**src/rtl/ccff_pkg.sv**
```systemverilog
// ccff_pkg: shared types and constants for the configuration-chain loader.
//   state_e   : loader sequencing states
//   BYTE_W    : width of one bitstream byte from the host
//   CNT_W     : width of the bit counter and phase timer
//   CRC8_POLY : polynomial for the optional ccff_tail CRC (CCFF_TAIL_CRC_EN)
`timescale 1ns/1ps
package ccff_pkg;

    localparam int unsigned BYTE_W    = 8;
    localparam int unsigned CNT_W     = 16;
    localparam logic [7:0]  CRC8_POLY = 8'h07;

    typedef enum logic [2:0] {
        IDLE,
        SET,
        FETCH,
        LO,
        HI,
        TAIL,
        DONE
    } state_e;

    // One MSB-first CRC-8 step, init 0x00, no reflection.
    function automatic logic [7:0] crc8_step(input logic [7:0] crc, input logic din);
        logic fb;
        fb = crc[7] ^ din;
        return {crc[6:0], 1'b0} ^ (fb ? CRC8_POLY : 8'h00);
    endfunction

endpackage

```
**src/rtl/ccff_loader_if.sv**
```systemverilog
// ccff_loader_if: byte-stream handshake from the host / boot ROM.
//   s_data  : bitstream byte, MSB shifted first
//   s_valid : s_data valid
//   s_ready : byte accepted when s_valid && s_ready
// master = host side, slave = loader side.
`timescale 1ns/1ps
interface ccff_loader_if;
    import ccff_pkg::*;

    logic [BYTE_W-1:0] s_data;
    logic              s_valid;
    logic              s_ready;

    modport master (output s_data, output s_valid, input s_ready);
    modport slave  (input s_data, input s_valid, output s_ready);

endinterface

```
**src/rtl/ccff_phase_timer.sv**
```systemverilog
// ccff_phase_timer: down-counter timing the set and prog_clk phases.
//   clk, reset : system clock, async active-high reset
//   load       : reload the counter with load_val
//   load_val   : phase length minus one
//   phase_end  : high in the last cycle of the current phase
`timescale 1ns/1ps
module ccff_phase_timer
    import ccff_pkg::*;
(
    input  logic             clk,
    input  logic             reset,
    input  logic             load,
    input  logic [CNT_W-1:0] load_val,
    output logic             phase_end
);

    logic [CNT_W-1:0] count_q, count_d;

    always_comb begin
        count_d = count_q;
        if (load) begin
            count_d = load_val;
        end else if (count_q != '0) begin
            count_d = count_q - CNT_W'(1);
        end
    end

    always_ff @(posedge clk or posedge reset) begin
        if (reset) count_q <= '0;
        else       count_q <= count_d;
    end

    assign phase_end = (count_q == '0);

endmodule

```
**src/rtl/ccff_loader.sv**
```systemverilog
// ccff_loader: shifts a host byte stream into the tt_openfpga_top
// configuration chain (ccff_head / prog_clk / set) and holds the fabric
// disabled until a complete load has finished.
//   clk, reset   : system clock, async active-high reset
//   start, abort : begin a load (ignored while busy) / terminate a load
//   s            : byte stream handshake (ccff_loader_if.slave)
//   ccff_head    : serial config data, prog_clk : shift clock, set : fabric set
//   ccff_tail    : serial return from the end of the chain
//   fabric_en    : user-logic enable, busy : load in progress
//   done/aborted : one-cycle completion / abort pulses
//   bit_count    : bits shifted in the current load
// Optional: define CCFF_TAIL_CRC_EN to add tail_crc[7:0], a CRC-8 over
// ccff_tail sampled at each HI-phase exit.
`timescale 1ns/1ps
module ccff_loader
    import ccff_pkg::*;
#(
    parameter int unsigned CHAIN_LEN  = 128,
    parameter int unsigned HALF_PER   = 2,
    parameter int unsigned SET_CYCLES = 4
) (
    input  logic             clk,
    input  logic             reset,
    input  logic             start,
    input  logic             abort,
    ccff_loader_if.slave     s,
    output logic             ccff_head,
    output logic             prog_clk,
    output logic             set,
    input  logic             ccff_tail,
    output logic             fabric_en,
    output logic             busy,
    output logic             done,
    output logic             aborted,
    output logic [CNT_W-1:0] bit_count
`ifdef CCFF_TAIL_CRC_EN
    ,
    output logic [7:0]       tail_crc
`endif
);

    localparam logic [CNT_W-1:0] CHAIN_CNT = CNT_W'(CHAIN_LEN);
    localparam logic [CNT_W-1:0] HALF_LOAD = CNT_W'(HALF_PER - 1);
    localparam logic [CNT_W-1:0] SET_LOAD  = CNT_W'((SET_CYCLES > 0) ? SET_CYCLES - 1 : 0);

    state_e            state_q, state_d;
    logic [BYTE_W-1:0] sreg_q, sreg_d;
    logic [3:0]        bits_left_q, bits_left_d;
    logic [CNT_W-1:0]  bit_count_q, bit_count_d;
    logic [CNT_W-1:0]  remain;
    logic              head_q, head_d;
    logic              prog_clk_q, prog_clk_d;
    logic              set_q, set_d;
    logic              busy_q, busy_d;
    logic              done_q, done_d;
    logic              aborted_q, aborted_d;
    logic              fabric_en_q, fabric_en_d;
    logic              timer_load, phase_end;
    logic [CNT_W-1:0]  timer_val;

    ccff_phase_timer u_timer (
        .clk       (clk),
        .reset     (reset),
        .load      (timer_load),
        .load_val  (timer_val),
        .phase_end (phase_end)
    );

    always_comb begin
        state_d     = state_q;
        sreg_d      = sreg_q;
        bits_left_d = bits_left_q;
        bit_count_d = bit_count_q;
        fabric_en_d = fabric_en_q;
        aborted_d   = 1'b0;
        remain      = CHAIN_CNT - bit_count_q;

        if (state_q != IDLE && abort) begin
            state_d   = IDLE;
            aborted_d = 1'b1;
        end else begin
            unique case (state_q)
                IDLE: if (start) begin
                    state_d     = (SET_CYCLES > 0) ? SET : FETCH;
                    bit_count_d = '0;
                    fabric_en_d = 1'b0;
                end
                SET:   if (phase_end) state_d = FETCH;
                FETCH: if (s.s_valid) begin
                    sreg_d      = s.s_data;
                    // Short final byte: only the remaining chain bits are valid.
                    bits_left_d = (remain >= CNT_W'(BYTE_W)) ? 4'(BYTE_W) : remain[3:0];
                    state_d     = LO;
                end
                LO:    if (phase_end) state_d = HI;
                HI:    if (phase_end) begin
                    bit_count_d = bit_count_q + CNT_W'(1);
                    sreg_d      = {sreg_q[BYTE_W-2:0], 1'b0};
                    bits_left_d = bits_left_q - 4'd1;
                    if (bit_count_d == CHAIN_CNT) state_d = TAIL;
                    else if (bits_left_d != '0)   state_d = LO;
                    else                          state_d = FETCH;
                end
                TAIL:  if (phase_end) state_d = DONE;
                DONE: begin
                    state_d     = IDLE;
                    fabric_en_d = 1'b1;
                end
                default: state_d = IDLE;
            endcase
        end

        // Outputs are registered from the next state so prog_clk/set never glitch.
        head_d     = (state_d == LO || state_d == HI) ? sreg_d[BYTE_W-1] : 1'b0;
        prog_clk_d = (state_d == HI);
        set_d      = (state_d == SET);
        busy_d     = (state_d != IDLE);
        done_d     = (state_d == DONE);

        // Every timed phase is entered through a state change, so reload there.
        timer_load = (state_d != state_q);
        timer_val  = (state_d == SET) ? SET_LOAD : HALF_LOAD;
    end

    always_ff @(posedge clk or posedge reset) begin
        if (reset) begin
            state_q     <= IDLE;
            sreg_q      <= '0;
            bits_left_q <= '0;
            bit_count_q <= '0;
            head_q      <= 1'b0;
            prog_clk_q  <= 1'b0;
            set_q       <= 1'b0;
            busy_q      <= 1'b0;
            done_q      <= 1'b0;
            aborted_q   <= 1'b0;
            fabric_en_q <= 1'b0;
        end else begin
            state_q     <= state_d;
            sreg_q      <= sreg_d;
            bits_left_q <= bits_left_d;
            bit_count_q <= bit_count_d;
            head_q      <= head_d;
            prog_clk_q  <= prog_clk_d;
            set_q       <= set_d;
            busy_q      <= busy_d;
            done_q      <= done_d;
            aborted_q   <= aborted_d;
            fabric_en_q <= fabric_en_d;
        end
    end

    assign s.s_ready = (state_q == FETCH);
    assign ccff_head = head_q;
    assign prog_clk  = prog_clk_q;
    assign set       = set_q;
    assign busy      = busy_q;
    assign done      = done_q;
    assign aborted   = aborted_q;
    assign fabric_en = fabric_en_q;
    assign bit_count = bit_count_q;

`ifdef CCFF_TAIL_CRC_EN
    logic [7:0] crc_q, crc_d;

    always_comb begin
        crc_d = crc_q;
        if (state_q == IDLE && start) begin
            crc_d = '0;
        end else if (state_q == HI && phase_end && !abort) begin
            crc_d = crc8_step(crc_q, ccff_tail);
        end
    end

    always_ff @(posedge clk or posedge reset) begin
        if (reset) crc_q <= '0;
        else       crc_q <= crc_d;
    end

    assign tail_crc = crc_q;
`else
    logic unused_tail;
    assign unused_tail = ccff_tail;
`endif

endmodule

```
**src/flat_wrapper.sv**
```systemverilog
// flat-port wrapper written by rule: the top's interface ports become plain ports
module ccff_loader_flat import ccff_pkg::*;
#(
    parameter int unsigned CHAIN_LEN  = 128,
    parameter int unsigned HALF_PER   = 2,
    parameter int unsigned SET_CYCLES = 4
)
  (clk, reset, start, abort, ccff_head, prog_clk, set, ccff_tail, fabric_en, busy, done, aborted, bit_count, s_s_data, s_s_valid, s_s_ready);
  ccff_loader_if s_i ();
  input  logic clk;
  input  logic reset;
  input  logic start;
  input  logic abort;
  output logic ccff_head;
  output logic prog_clk;
  output logic set;
  input  logic ccff_tail;
  output logic fabric_en;
  output logic busy;
  output logic done;
  output logic aborted;
  output logic [CNT_W-1:0] bit_count;
  input wire logic [$bits(s_i.s_data)-1:0] s_s_data;
  input wire logic [$bits(s_i.s_valid)-1:0] s_s_valid;
  output wire logic [$bits(s_i.s_ready)-1:0] s_s_ready;
  assign s_i.s_data = s_s_data;
  assign s_i.s_valid = s_s_valid;
  assign s_s_ready = s_i.s_ready;
  ccff_loader #(.CHAIN_LEN(CHAIN_LEN), .HALF_PER(HALF_PER), .SET_CYCLES(SET_CYCLES)) u_core (.clk(clk), .reset(reset), .start(start), .abort(abort), .s(s_i), .ccff_head(ccff_head), .prog_clk(prog_clk), .set(set), .ccff_tail(ccff_tail), .fabric_en(fabric_en), .busy(busy), .done(done), .aborted(aborted), .bit_count(bit_count));
endmodule
```
**config.mk**
```make
export PLATFORM = sky130hd
export DESIGN_NAME = ccff_loader_flat
export DESIGN_NICKNAME = d
export VERILOG_FILES = /design/src/rtl/ccff_pkg.sv /design/src/rtl/ccff_loader_if.sv /design/src/rtl/ccff_phase_timer.sv /design/src/rtl/ccff_loader.sv /design/src/flat_wrapper.sv
export SDC_FILE = /design/constraint.sdc
export NUM_CORES = 1
export LEC_CHECK = 0
export BUFFER_PORTS_ARGS = -buffer_cell sky130_fd_sc_hd__buf_2
export CORE_MARGIN = 2
export CORE_UTILIZATION = 30
export CTS_BUF_LIST = sky130_fd_sc_hd__clkbuf_16
export DETAILED_ROUTE_END_ITERATION = 8
export PLACE_DENSITY = 0.47
export SETUP_SLACK_MARGIN = 0.05
export SLEW_MARGIN = 25
export SYNTH_ARGS = -nofsm -noshare
export SYNTH_HDL_FRONTEND = slang
export SYNTH_SLANG_ARGS = --single-unit
export TNS_END_PERCENT = 5
```
**constraint.sdc**
```tcl
create_clock -name clk -period 2.3 [get_ports clk]
set_clock_uncertainty 0.05 [all_clocks]
set_input_delay 0 -clock clk [delete_from_list [all_inputs] [get_ports clk]]
set_output_delay 0 -clock clk [all_outputs]
set_load 0.05 [all_outputs]
```
==> results.toml <==
[setup_path]
cp-end-kind = "register"
cp-start-kind = "register"
worst_r2r_endpoint = "u_core.u_timer.count_q[0]$_DFFE_PP0P_"
cpLargestDelayFamily = "simple AND/OR/NAND/NOR gates"
cp_slowest_cell = "or4_4"
worstPathRequired_ps = 2430
path_cells = "or4_4 -> buf_6 -> or4b_4 -> buf_4 -> nor2_4 -> xnor2_1 -> or4_1"
r2r_cells = 7
reg2reg_from = "u_core.u_timer.count_q[8]$_DFFE_PP0P_"
regToRegSetupSlack_ps = -280
setup.worst_path.end = "u_core.u_timer.count_q[0]$_DFFE_PP0P_"
worstPathArrival_ps = 2710
cp_max_fo = 2
worst_path_largest_cell_delay_ps = 550
critPathKind = "reg2reg"
cp.depth = 7
cp_num_buf_inv = 2
crit_start = "u_core.u_timer.count_q[8]$_DFFE_PP0P_"

[logic_synthesis]
yosysTopAreaCell = "dfrtp_1"
ys.flop_type = "dfrtp_1"
syn-num-nets = 430
synth_cell_types = 64
synth-simple-area-share = 0.2700
async_flop_share = 1.000
synth_xor_area_frac = 0.05985
muxShareOfSynthArea = 0.01461
synth_top_area_share = 0.3848
ys_seq_area_frac = 0.3848
synth_edf_count = 0
syn_inst = 410
synth.ff_latch_count = 54
synth_top_family_by_area = "simple AND/OR/NAND/NOR gates"
synth_warnings = 0
synth_area_leaders = "dfrtp_1 (38%), o21ai_0 (5.6%), xnor2_1 (4.5%), nor2_1 (4.0%), nand3_1 (3.7%)"
synth.avg_cell_area_um2 = 8.566
netlist_area_um2 = 3512
synthAdderAreaFrac = 0.02138
synth_compound_area_frac = 0.1895

[power_and_ir_drop]
p_sw_frac = 0.3672
seqPwrFrac = 0.313
power_frac_comb = 0.465
p_leak_nw = 2.246
power.switching_mw = 1.461
vdd_drop_max_mv = 0.4635
power_density_nw_per_um2 = 794.9
internal_power_mw = 2.518
p_clk_frac = 0.222

[timing]
hold_viol = 0
finalCritPeriodShare = 1.122
setup_ws_ps = -280.6
tns_ps = -6686
fin_crit_ps = 2581
finalSetupViolCount = 46
worst_pin_slew_ps = 621.1
maxSlewViolCount = 0
rsz0062_at_grt = "yes"
clock.fmax_mhz = 387.5
slew_headroom = 0.5855

[global_routing]
grt_pass1_wl_mm = 17.32
antenna_found_initial = 0
grt_use_total = 0.1723
grt-ovfl-total = 0
grt_pass1_vias = 3405
grt_max_degree = 55

[placed_design]
port_buffers = 36
hpwl_mm = 7.746
post_dp_cell_area_um2 = 4572
place_congestion = 0.8199

[clock_network]
clk_pin_slew_ps = 70
root_buffer = "clkbuf_16"
cts_buffers = 5
cts_tree = "done"
cts-htree-levels = 2
clk_latency_ps = 310
clock_sinks = 54
cts_buffer_depth = 2

[drt]
ant_nets = 0
viasPerCell = 5.211
drt-total-wl_mm = 10.59
drc = 0
wl_per_cell_um = 15.55
num_vias = 3549
drtIter0Drc = 226
dr.pass1.iters = 4

[floorplan]
die-area_um2 = 12590
fp-row-count = 39
fp.dieW_um = 112.2
start_util = 0.3076
core_um2 = 11420
dieHeight_um = 112.2
num_io_pins = 38

[layout]
multi_input_area_um2 = 2136
layout_commonest_cell = "buf_4"
layout-drive-gt1-share = 0.3866
design_area_um2 = 5006
area_growth_pct = 42.54
final_cell_mix = "buf_4 (97), dfrtp_1 (41), buf_2 (36), nor2_1 (35), o21ai_0 (32)"
nets = 557
diodes = 0
n_fill_cell = 1151
final-seq-area_um2 = 1368

[run_status]
violations = "setup timing"
outcome = "finished with violations"

[worst_hold_path]
hp-start = "start"
min_path_type = "in2reg"

[run]
maxCapViolations = 0
## layer usage
metal | part of all wire | track usage | vias to the layer above | wire length, um
met5 | 0 | 0 | - | 0
met4 | 0.013 | 0.05122 | 0 | 138
met3 | 0.038 | 0.03294 | 10 | 404
met2 | 0.48 | 0.2843 | 76 | 5107
met1 | 0.47 | 0.2304 | 1716 | 4936
li1 | - | - | 1747 | -
## final cells by class
type / count / share of cell area
inverters: 17 / 0.01275
well taps: 143 / 0.03574
clock buffers: 5 / 0.02499
repair buffers: 148 / 0.2182
flip-flops and latches: 54 / 0.2732
clock inverters: 3 / 0.008498
multi-input cells: 311 / 0.4266
## worst reg2reg max path, cell delays in order, from the launching register on
cell and delay (ps):
dfrtp_1 380, or4_4 550, buf_6 130, or4b_4 500, buf_4 170, nor2_4 100, xnor2_1 60, or4_1 510
## power by group through the flow
stage          Combinational (mW)  Clock [mW]  Sequential (mW)
3_3_place_gp                 1.70           0             1.26
4_1_cts                      1.82       0.915             1.25
3_5_place_dp                 1.72           0             1.26
2_1_floorplan               0.994           0             1.35
6_report                     1.85       0.884             1.25
5_1_grt                      2.04       0.950             1.27
## cells in the mapped netlist, types with 3 or more instances
library cell  instances
a211oi_1              6
a21oi_1               8
a22oi_1               6
a31oi_1               5
and2_1                6
and3_1                3
buf_2                 7
buf_4                 4
clkbuf_1             12
dfrtp_1              54
ha_1                  6
inv_1                17
mux2i_1               4
nand2_1              31
nand3_1              26
nand4_1               8
nor2_1               37
nor2b_1               4
nor3_1               13
nor4_1               20
o21ai_0              39
o31ai_1               7
o41ai_1               3
or3_1                 9
or4_1                 3
xnor2_1              18
xor2_1                6
## logic make-up after synthesis
kind of cell / after synthesis
fa+ha+maj: 6
mux: 5
buf+inv: 45
simple gates: 178
flops: 54
xor+xnor: 24
compound gates: 98
## per-stage QoR
stage	std cells	utilization	total power [mW]	worst slack (ps)	hold WS, ps
floorplan	410	-	2.344	-294.4	66.84
global placement	659	0.4004	2.956	-271.5	33.39
detailed placement	659	0.4004	2.976	-315.5	35.53
CTS	677	0.4306	3.977	-241.7	32.55
global route	681	0.4384	4.253	-343.9	46.52
finish	681	0.4384	3.979	-280.6	26.58
## worst min path at each step
stage	to	slack [ps]	depth (start not counted)
after floorplan	u_core.sreg_q[0]$_DFFE_PP0P_	70	2
after global routing	u_core.fabric_en$_DFFE_PP0P_	50	4
final	u_core.fabric_en$_DFFE_PP0P_	30	4
after CTS	u_core.fabric_en$_DFFE_PP0P_	30	4
after global placement	u_core.u_timer.count_q[5]$_DFFE_PP0P_	30	3
after detailed placement	u_core.u_timer.count_q[5]$_DFFE_PP0P_	40	3
## state kept, by name, indices dropped and copies added, names as in the netlist
signal and count:
u_core.aborted 1, u_core.bit_count 16, u_core.bits_left_q 4, u_core.busy 1, u_core.ccff_head 1, u_core.done 1, u_core.fabric_en 1, u_core.prog_clk 1
u_core.set 1, u_core.sreg_q 8, u_core.state_q 3, u_core.u_timer.count_q 16
## what timing repair did
item	CTS	global route
hold buffers	9	0
pin swaps	14	9
hold endpoints to repair	64	0
endpoints found under the setup margin	52	52
gates resized for setup	22	14
cloned	0	0
setup buffers	1	4
No activity file was read; power rests on OpenSTA's default activity.
